**src/rtl/sm4_kat_bist.sv**
```systemverilog
// Known-answer self-test controller for a pair of SM4 cores: loads the key, runs an
// iterated encrypt chain, checks it against EXP_CT, then decrypts back to PT.
module sm4_kat_bist #(
  parameter int unsigned  ITERATIONS = 1,
  parameter logic [127:0] KEY        = 128'h0123456789ABCDEFFEDCBA9876543210,
  parameter logic [127:0] PT         = 128'h0123456789ABCDEFFEDCBA9876543210,
  parameter logic [127:0] EXP_CT     = 128'h681EDF34D206965E86B3E94F536E4246,
  parameter int unsigned  KEY_WAIT   = 64,
  parameter int unsigned  TIMEOUT    = 1024
) (
  input  logic         CLK_i,
  input  logic         RST_i,
  input  logic         START_i,
  output logic [127:0] MK_o,
  output logic         MK_VALID_o,
  output logic [127:0] ENC_DAT_o,
  output logic         ENC_DAT_VALID_o,
  input  logic [127:0] ENC_DAT_i,
  input  logic         ENC_DAT_READY_i,
  output logic [127:0] DEC_DAT_o,
  output logic         DEC_DAT_VALID_o,
  input  logic [127:0] DEC_DAT_i,
  input  logic         DEC_DAT_READY_i,
  output logic         BUSY_o,
  output logic         DONE_o,
  output logic         PASS_o,
  output logic [1:0]   FAIL_CODE_o,
  output logic [31:0]  ITER_CNT_o
);

  typedef enum logic [3:0] {
    S_IDLE, S_KEYLOAD, S_ENC_ISSUE, S_ENC_WAIT, S_ENC_CHECK,
    S_DEC_ISSUE, S_DEC_WAIT, S_DEC_CHECK, S_FIN
  } state_t;

  localparam logic [31:0] ITER_LIM = ITERATIONS;
  localparam logic [31:0] KW_LIM   = (KEY_WAIT == 0) ? 32'd0 : KEY_WAIT - 1;
  localparam logic [31:0] TMO_LIM  = (TIMEOUT == 0) ? 32'd0 : TIMEOUT - 1;

  state_t         state_reg;
  logic [127:0]   w_reg;
  logic [31:0]    wait_cnt_reg;
  logic [31:0]    tmo_cnt_reg;
  logic [31:0]    iter_cnt_reg;
  logic [127:0]   enc_dat_reg;
  logic [127:0]   dec_dat_reg;
  logic           enc_valid_reg;
  logic           dec_valid_reg;
  logic           mk_valid_reg;
  logic           busy_reg;
  logic           done_reg;
  logic           pass_reg;
  logic [1:0]     fail_code_reg;

  // Both wait states share one capture path; only the selected core's pulse counts.
  logic           in_dec_wait;
  logic           rdy_sel;
  logic [127:0]   dat_sel;
  logic [31:0]    iter_inc;

  assign in_dec_wait = (state_reg == S_DEC_WAIT);
  assign rdy_sel     = in_dec_wait ? DEC_DAT_READY_i : ENC_DAT_READY_i;
  assign dat_sel     = in_dec_wait ? DEC_DAT_i : ENC_DAT_i;
  assign iter_inc    = iter_cnt_reg + 32'd1;

  always_ff @(posedge CLK_i) begin
    if (RST_i) begin
      state_reg     <= S_IDLE;
      w_reg         <= '0;
      wait_cnt_reg  <= '0;
      tmo_cnt_reg   <= '0;
      iter_cnt_reg  <= '0;
      enc_dat_reg   <= '0;
      dec_dat_reg   <= '0;
      enc_valid_reg <= 1'b0;
      dec_valid_reg <= 1'b0;
      mk_valid_reg  <= 1'b0;
      busy_reg      <= 1'b0;
      done_reg      <= 1'b0;
      pass_reg      <= 1'b0;
      fail_code_reg <= 2'b00;
    end else begin
      enc_valid_reg <= 1'b0;
      dec_valid_reg <= 1'b0;
      case (state_reg)
        S_IDLE, S_FIN: begin
          if (START_i) begin
            state_reg     <= S_KEYLOAD;
            busy_reg      <= 1'b1;
            mk_valid_reg  <= 1'b1;
            done_reg      <= 1'b0;
            pass_reg      <= 1'b0;
            fail_code_reg <= 2'b00;
            iter_cnt_reg  <= '0;
            wait_cnt_reg  <= '0;
            w_reg         <= PT;
          end
        end
        S_KEYLOAD: begin
          if (wait_cnt_reg >= KW_LIM) begin
            state_reg <= S_ENC_ISSUE;
          end else begin
            wait_cnt_reg <= wait_cnt_reg + 32'd1;
          end
        end
        S_ENC_ISSUE: begin
          enc_dat_reg   <= w_reg;
          enc_valid_reg <= 1'b1;
          tmo_cnt_reg   <= '0;
          state_reg     <= S_ENC_WAIT;
        end
        S_DEC_ISSUE: begin
          dec_dat_reg   <= w_reg;
          dec_valid_reg <= 1'b1;
          tmo_cnt_reg   <= '0;
          state_reg     <= S_DEC_WAIT;
        end
        S_ENC_WAIT, S_DEC_WAIT: begin
          if (rdy_sel) begin
            w_reg        <= dat_sel;
            iter_cnt_reg <= iter_inc;
            if (iter_inc == ITER_LIM) begin
              state_reg <= in_dec_wait ? S_DEC_CHECK : S_ENC_CHECK;
            end else begin
              state_reg <= in_dec_wait ? S_DEC_ISSUE : S_ENC_ISSUE;
            end
          end else if (tmo_cnt_reg >= TMO_LIM) begin
            state_reg     <= S_FIN;
            busy_reg      <= 1'b0;
            mk_valid_reg  <= 1'b0;
            done_reg      <= 1'b1;
            fail_code_reg <= 2'b11;
          end else begin
            tmo_cnt_reg <= tmo_cnt_reg + 32'd1;
          end
        end
        S_ENC_CHECK: begin
          if (w_reg != EXP_CT) begin
            state_reg     <= S_FIN;
            busy_reg      <= 1'b0;
            mk_valid_reg  <= 1'b0;
            done_reg      <= 1'b1;
            fail_code_reg <= 2'b01;
          end else begin
            iter_cnt_reg <= '0;
            state_reg    <= S_DEC_ISSUE;
          end
        end
        S_DEC_CHECK: begin
          state_reg     <= S_FIN;
          busy_reg      <= 1'b0;
          mk_valid_reg  <= 1'b0;
          done_reg      <= 1'b1;
          pass_reg      <= (w_reg == PT);
          fail_code_reg <= (w_reg == PT) ? 2'b00 : 2'b10;
        end
        default: state_reg <= S_IDLE;
      endcase
    end
  end

  assign MK_o            = KEY;
  assign MK_VALID_o      = mk_valid_reg;
  assign ENC_DAT_o       = enc_dat_reg;
  assign ENC_DAT_VALID_o = enc_valid_reg;
  assign DEC_DAT_o       = dec_dat_reg;
  assign DEC_DAT_VALID_o = dec_valid_reg;
  assign BUSY_o          = busy_reg;
  assign DONE_o          = done_reg;
  assign PASS_o          = pass_reg;
  assign FAIL_CODE_o     = fail_code_reg;
  assign ITER_CNT_o      = iter_cnt_reg;

endmodule

```
**config.mk**
```make
export PLATFORM = sky130hd
export DESIGN_NAME = sm4_kat_bist
export DESIGN_NICKNAME = d
export VERILOG_FILES = /design/src/rtl/sm4_kat_bist.sv
export SDC_FILE = /design/constraint.sdc
export NUM_CORES = 1
export LEC_CHECK = 0
export BUFFER_PORTS_ARGS = -buffer_cell sky130_fd_sc_hd__clkbuf_2
export CORE_AREA = 2 2 263 265
export CTS_CLUSTER_DIAMETER = 40
export DETAILED_ROUTE_END_ITERATION = 10
export DIE_AREA = 0 0 265 267
export RECOVER_POWER = 50
export SLEW_MARGIN = 20
export SYNTH_ARGS = -nofsm -noshare
export SYNTH_HDL_FRONTEND = slang
export SYNTH_SLANG_ARGS = --single-unit
```
**constraint.sdc**
```tcl
create_clock -name CLK_i -period 3.9 [get_ports CLK_i]
set_input_delay 0.39 -clock CLK_i [delete_from_list [all_inputs] [get_ports CLK_i]]
set_output_delay 0.39 -clock CLK_i [all_outputs]
set_load 0.01 [all_outputs]
```
==> qor.yml <==
critical_path:
  cp-startpoint: "state_reg[3]"
  r2r-end: "DEC_DAT_o[1]"
  start_kind: "register"
  rr_worst_depth: 6
  crit_fanout: 68
  required_ps: 4440
  r2r_slack_ps: 410
  crit_arrival_ps: 4030
  crit_type: "register to register"
  endpoint: "DEC_DAT_o[1]"
  cp-end-kind: "register"
  r2r_start: "state_reg[3]"
yosys:
  async_flop_share_pct: 0
  synthCells: 2622
  synth.avg_cell_area_sq_um: 8.19
  yosys_warnings: 0
  synthFlopType: "dfxtp_1"
  synth-seq-area-share_pct: 45.8
  syn_area_sq_mm: 0.0215
  ys_ff_latch: 491
  synth_edf_count: 0
  yosysUniqueCellTypes: 71
floorplan:
  die_height_um: 267
  io_pins: 685
  placementRows: 96
  die_area_sq_mm: 0.0708
  fp.dieW_um: 265
  core_area_sq_mm: 0.0680
  initial_core_util_pct: 31.6
cts:
  htree_levels: 3
  root_buffer: "clkbuf_16"
  clk_latency_ps: 630
  clkTransAtPathRegs_ps: 60
  cts_buffers: 85
  clk_path_buf_depth: 3
  clock-sinks: 491
  tritoncts: "built"
drt:
  dr.pass1.iters: 5
  routed_via_density: 5.01
  routed_wl_um: 80800
  drc_errors: 0
  vias: 20300
  routedWlPerCell_um: 19.9
  drtAntennaViolNets: 0
  drt_iter0_drc: 1663
global_routing:
  grt_pass1_vias: 18200
  grt_max_degree: 179
  grt_overflow: 0
  grtUsageTotal_pct: 21.4
  grt_pass1_wl_um: 115000
  antenna_found_initial: 0
timing:
  period_needed_ps: 3490
  drv_slew: 192
  setup-violations-final: 0
  fin_ws_ps: 407
  finalClockSkew_ps: 30.9
  tightest_slew_ps: 1810
  fin_crit_sh_pct: 89.6
  hold_viol_final: 0
  tns_ps: 0
  fin_hold_ws_ps: 115
  fmax_mhz: 286
  slew-limit-headroom_pct: -20.7
  rsz0062_at_grt: "no"
layout:
  fillers: 7071
  multiInputGateArea_sq_mm: 0.0103
  layout-drive-gt1-share_pct: 15.1
  syn_to_final_growth_pct: 26.6
  diodes: 0
  finalInstanceArea_sq_mm: 0.0272
  seq_area_sq_mm: 0.00983
  nNetsFinal: 3370
placement:
  io_buffers: 556
  dp_slack_ps: 338
  postPlaceCellArea_sq_mm: 0.0245
  hpwl_um: 56100
  place_congestion: 0.909
run_status:
  status: "complete, but fails checks"
  violations: "max-capacitance violations, max-slew violations"
power:
  p_leak_nw: 9.62
  total_power_w: 0.0159
  peakVddDrop_mv: 0.296
  powerDensity_mw_per_mm2: 586
worst_hold_path:
  hp-class: "primary input to register"
flow_run:
  maxCapViolations: 2
-- worst min-delay path by stage --
stage,startpoint,to,slack (ps),cells past startpoint
after floorplan,tmo_cnt_reg[10],tmo_cnt_reg[10],430,2
after global placement,DONE_o,DONE_o,440,2
after detailed placement,ENC_DAT_o[71],ENC_DAT_o[71],450,2
after CTS,ENC_DAT_i[63],w_reg[63],90,3
after global routing,ENC_DAT_i[70],w_reg[70],120,3
final,ENC_DAT_i[63],w_reg[63],120,3
-- synth_stat cells, drive strengths merged, types with 31 or more instances --
| master | n | area [sq um] |
|---|---|---|
| a21oi | 353 | 1770 |
| a311oi | 77 | 674 |
| and3 | 34 | 213 |
| buf | 181 | 1240 |
| clkbuf | 152 | 573 |
| dfxtp | 491 | 9830 |
| mux2i | 132 | 1330 |
| nand2 | 568 | 2130 |
| nand3 | 31 | 160 |
| nand4 | 34 | 219 |
| nor2 | 192 | 721 |
| nor3 | 95 | 480 |
| nor4 | 38 | 257 |
-- what timing repair did --
| action | CTS | global route |
|---|---|---|
| endpoints found under the setup margin | 0 | 1 |
| gates resized for setup | 0 | 1 |
| endpoints found under the hold margin | 0 | 0 |
| buffers inserted | 0 | 0 |
| hold buffers | 0 | 0 |
-- logic make-up after synthesis --
kind of cell	share of synthesized area, %
AND/OR/NAND/NOR	23.4
AO/OA/AOI/OAI	14.8
flip-flops	45.8
buffers and inverters	8.72
multiplexers	6.32
XOR/XNOR	0.653
adder cells (fa/ha/maj)	0.291
other	0.0350
-- routing by layer --
layer | up-vias | track usage [%] | share of wire (%) | routed length [um]
met3 | 121 | 3.64 | 5.8 | 4650
met1 | 9585 | 28.8 | 44 | 35900
met2 | 732 | 34.9 | 47 | 38100
met5 | - | 0 | 0 | 0
li1 | 9897 | - | - | -
met4 | 0 | 7.04 | 2.6 | 2100
-- area by class of cell --
class                      count  share of cell area, %
sequential                   491                   36.1
tap                          882                   4.06
clock buffer                  98                   8.26
multi-input combinational   1909                   37.9
clock inverter                59                   3.04
timing repair buffer         602                   10.4
inverter                      15                  0.207
-- where the power goes --
part | internal (W) | switching, W | total [W]
logic | 0.000641 | 0.00158 | 0.00222
clock network | 0.00511 | 0.00289 | 0.00799
registers | 0.00531 | 0.000404 | 0.00572
-- stage by stage --
| step | utilization [%] | cells |
|---|---|---|
| 4_1_cts | 40.6 | 4056 |
| 3_3_place_gp | 36.1 | 3899 |
| 5_1_grt | 40.0 | 4056 |
| 6_report | 40.0 | 4056 |
| 3_5_place_dp | 36.1 | 3899 |
| 2_1_floorplan | - | 2748 |
-- worst max-delay path: stages, from the launching register on --
cell and delay [ps]:
dfxtp_1 520, nand2b_1 230, or3b_2 150, clkbuf_2 1190
buf_4 870, nand2_1 110, a21oi_1 170
-- placed cells by master (no fill, tap or decap), drive strengths merged, types with 8 or more instances in the layout --
master | synthesis | final
conb | 2 | 128
o21a | 14 | 14
a311oi | 77 | 77
nor2 | 192 | 192
nor4 | 38 | 38
xor2 | 9 | 9
nor4b | 12 | 12
and3 | 34 | 34
nand3 | 31 | 31
nand2 | 568 | 568
nor3 | 95 | 95
or3 | 11 | 11
nor4bb | 21 | 21
o21ai | 27 | 27
clkbuf | 152 | 659
buf | 181 | 41
a211oi | 12 | 12
mux2i | 132 | 132
o31ai | 13 | 13
and4 | 13 | 13
nand4 | 34 | 34
bufinv | 0 | 13
a21oi | 353 | 353
dfxtp | 491 | 491
a31oi | 10 | 10
and2 | 9 | 9
clkinvlp | 0 | 8
clkinv | 0 | 16
inv | 15 | 37
No activity file was read; power rests on OpenSTA's default activity.
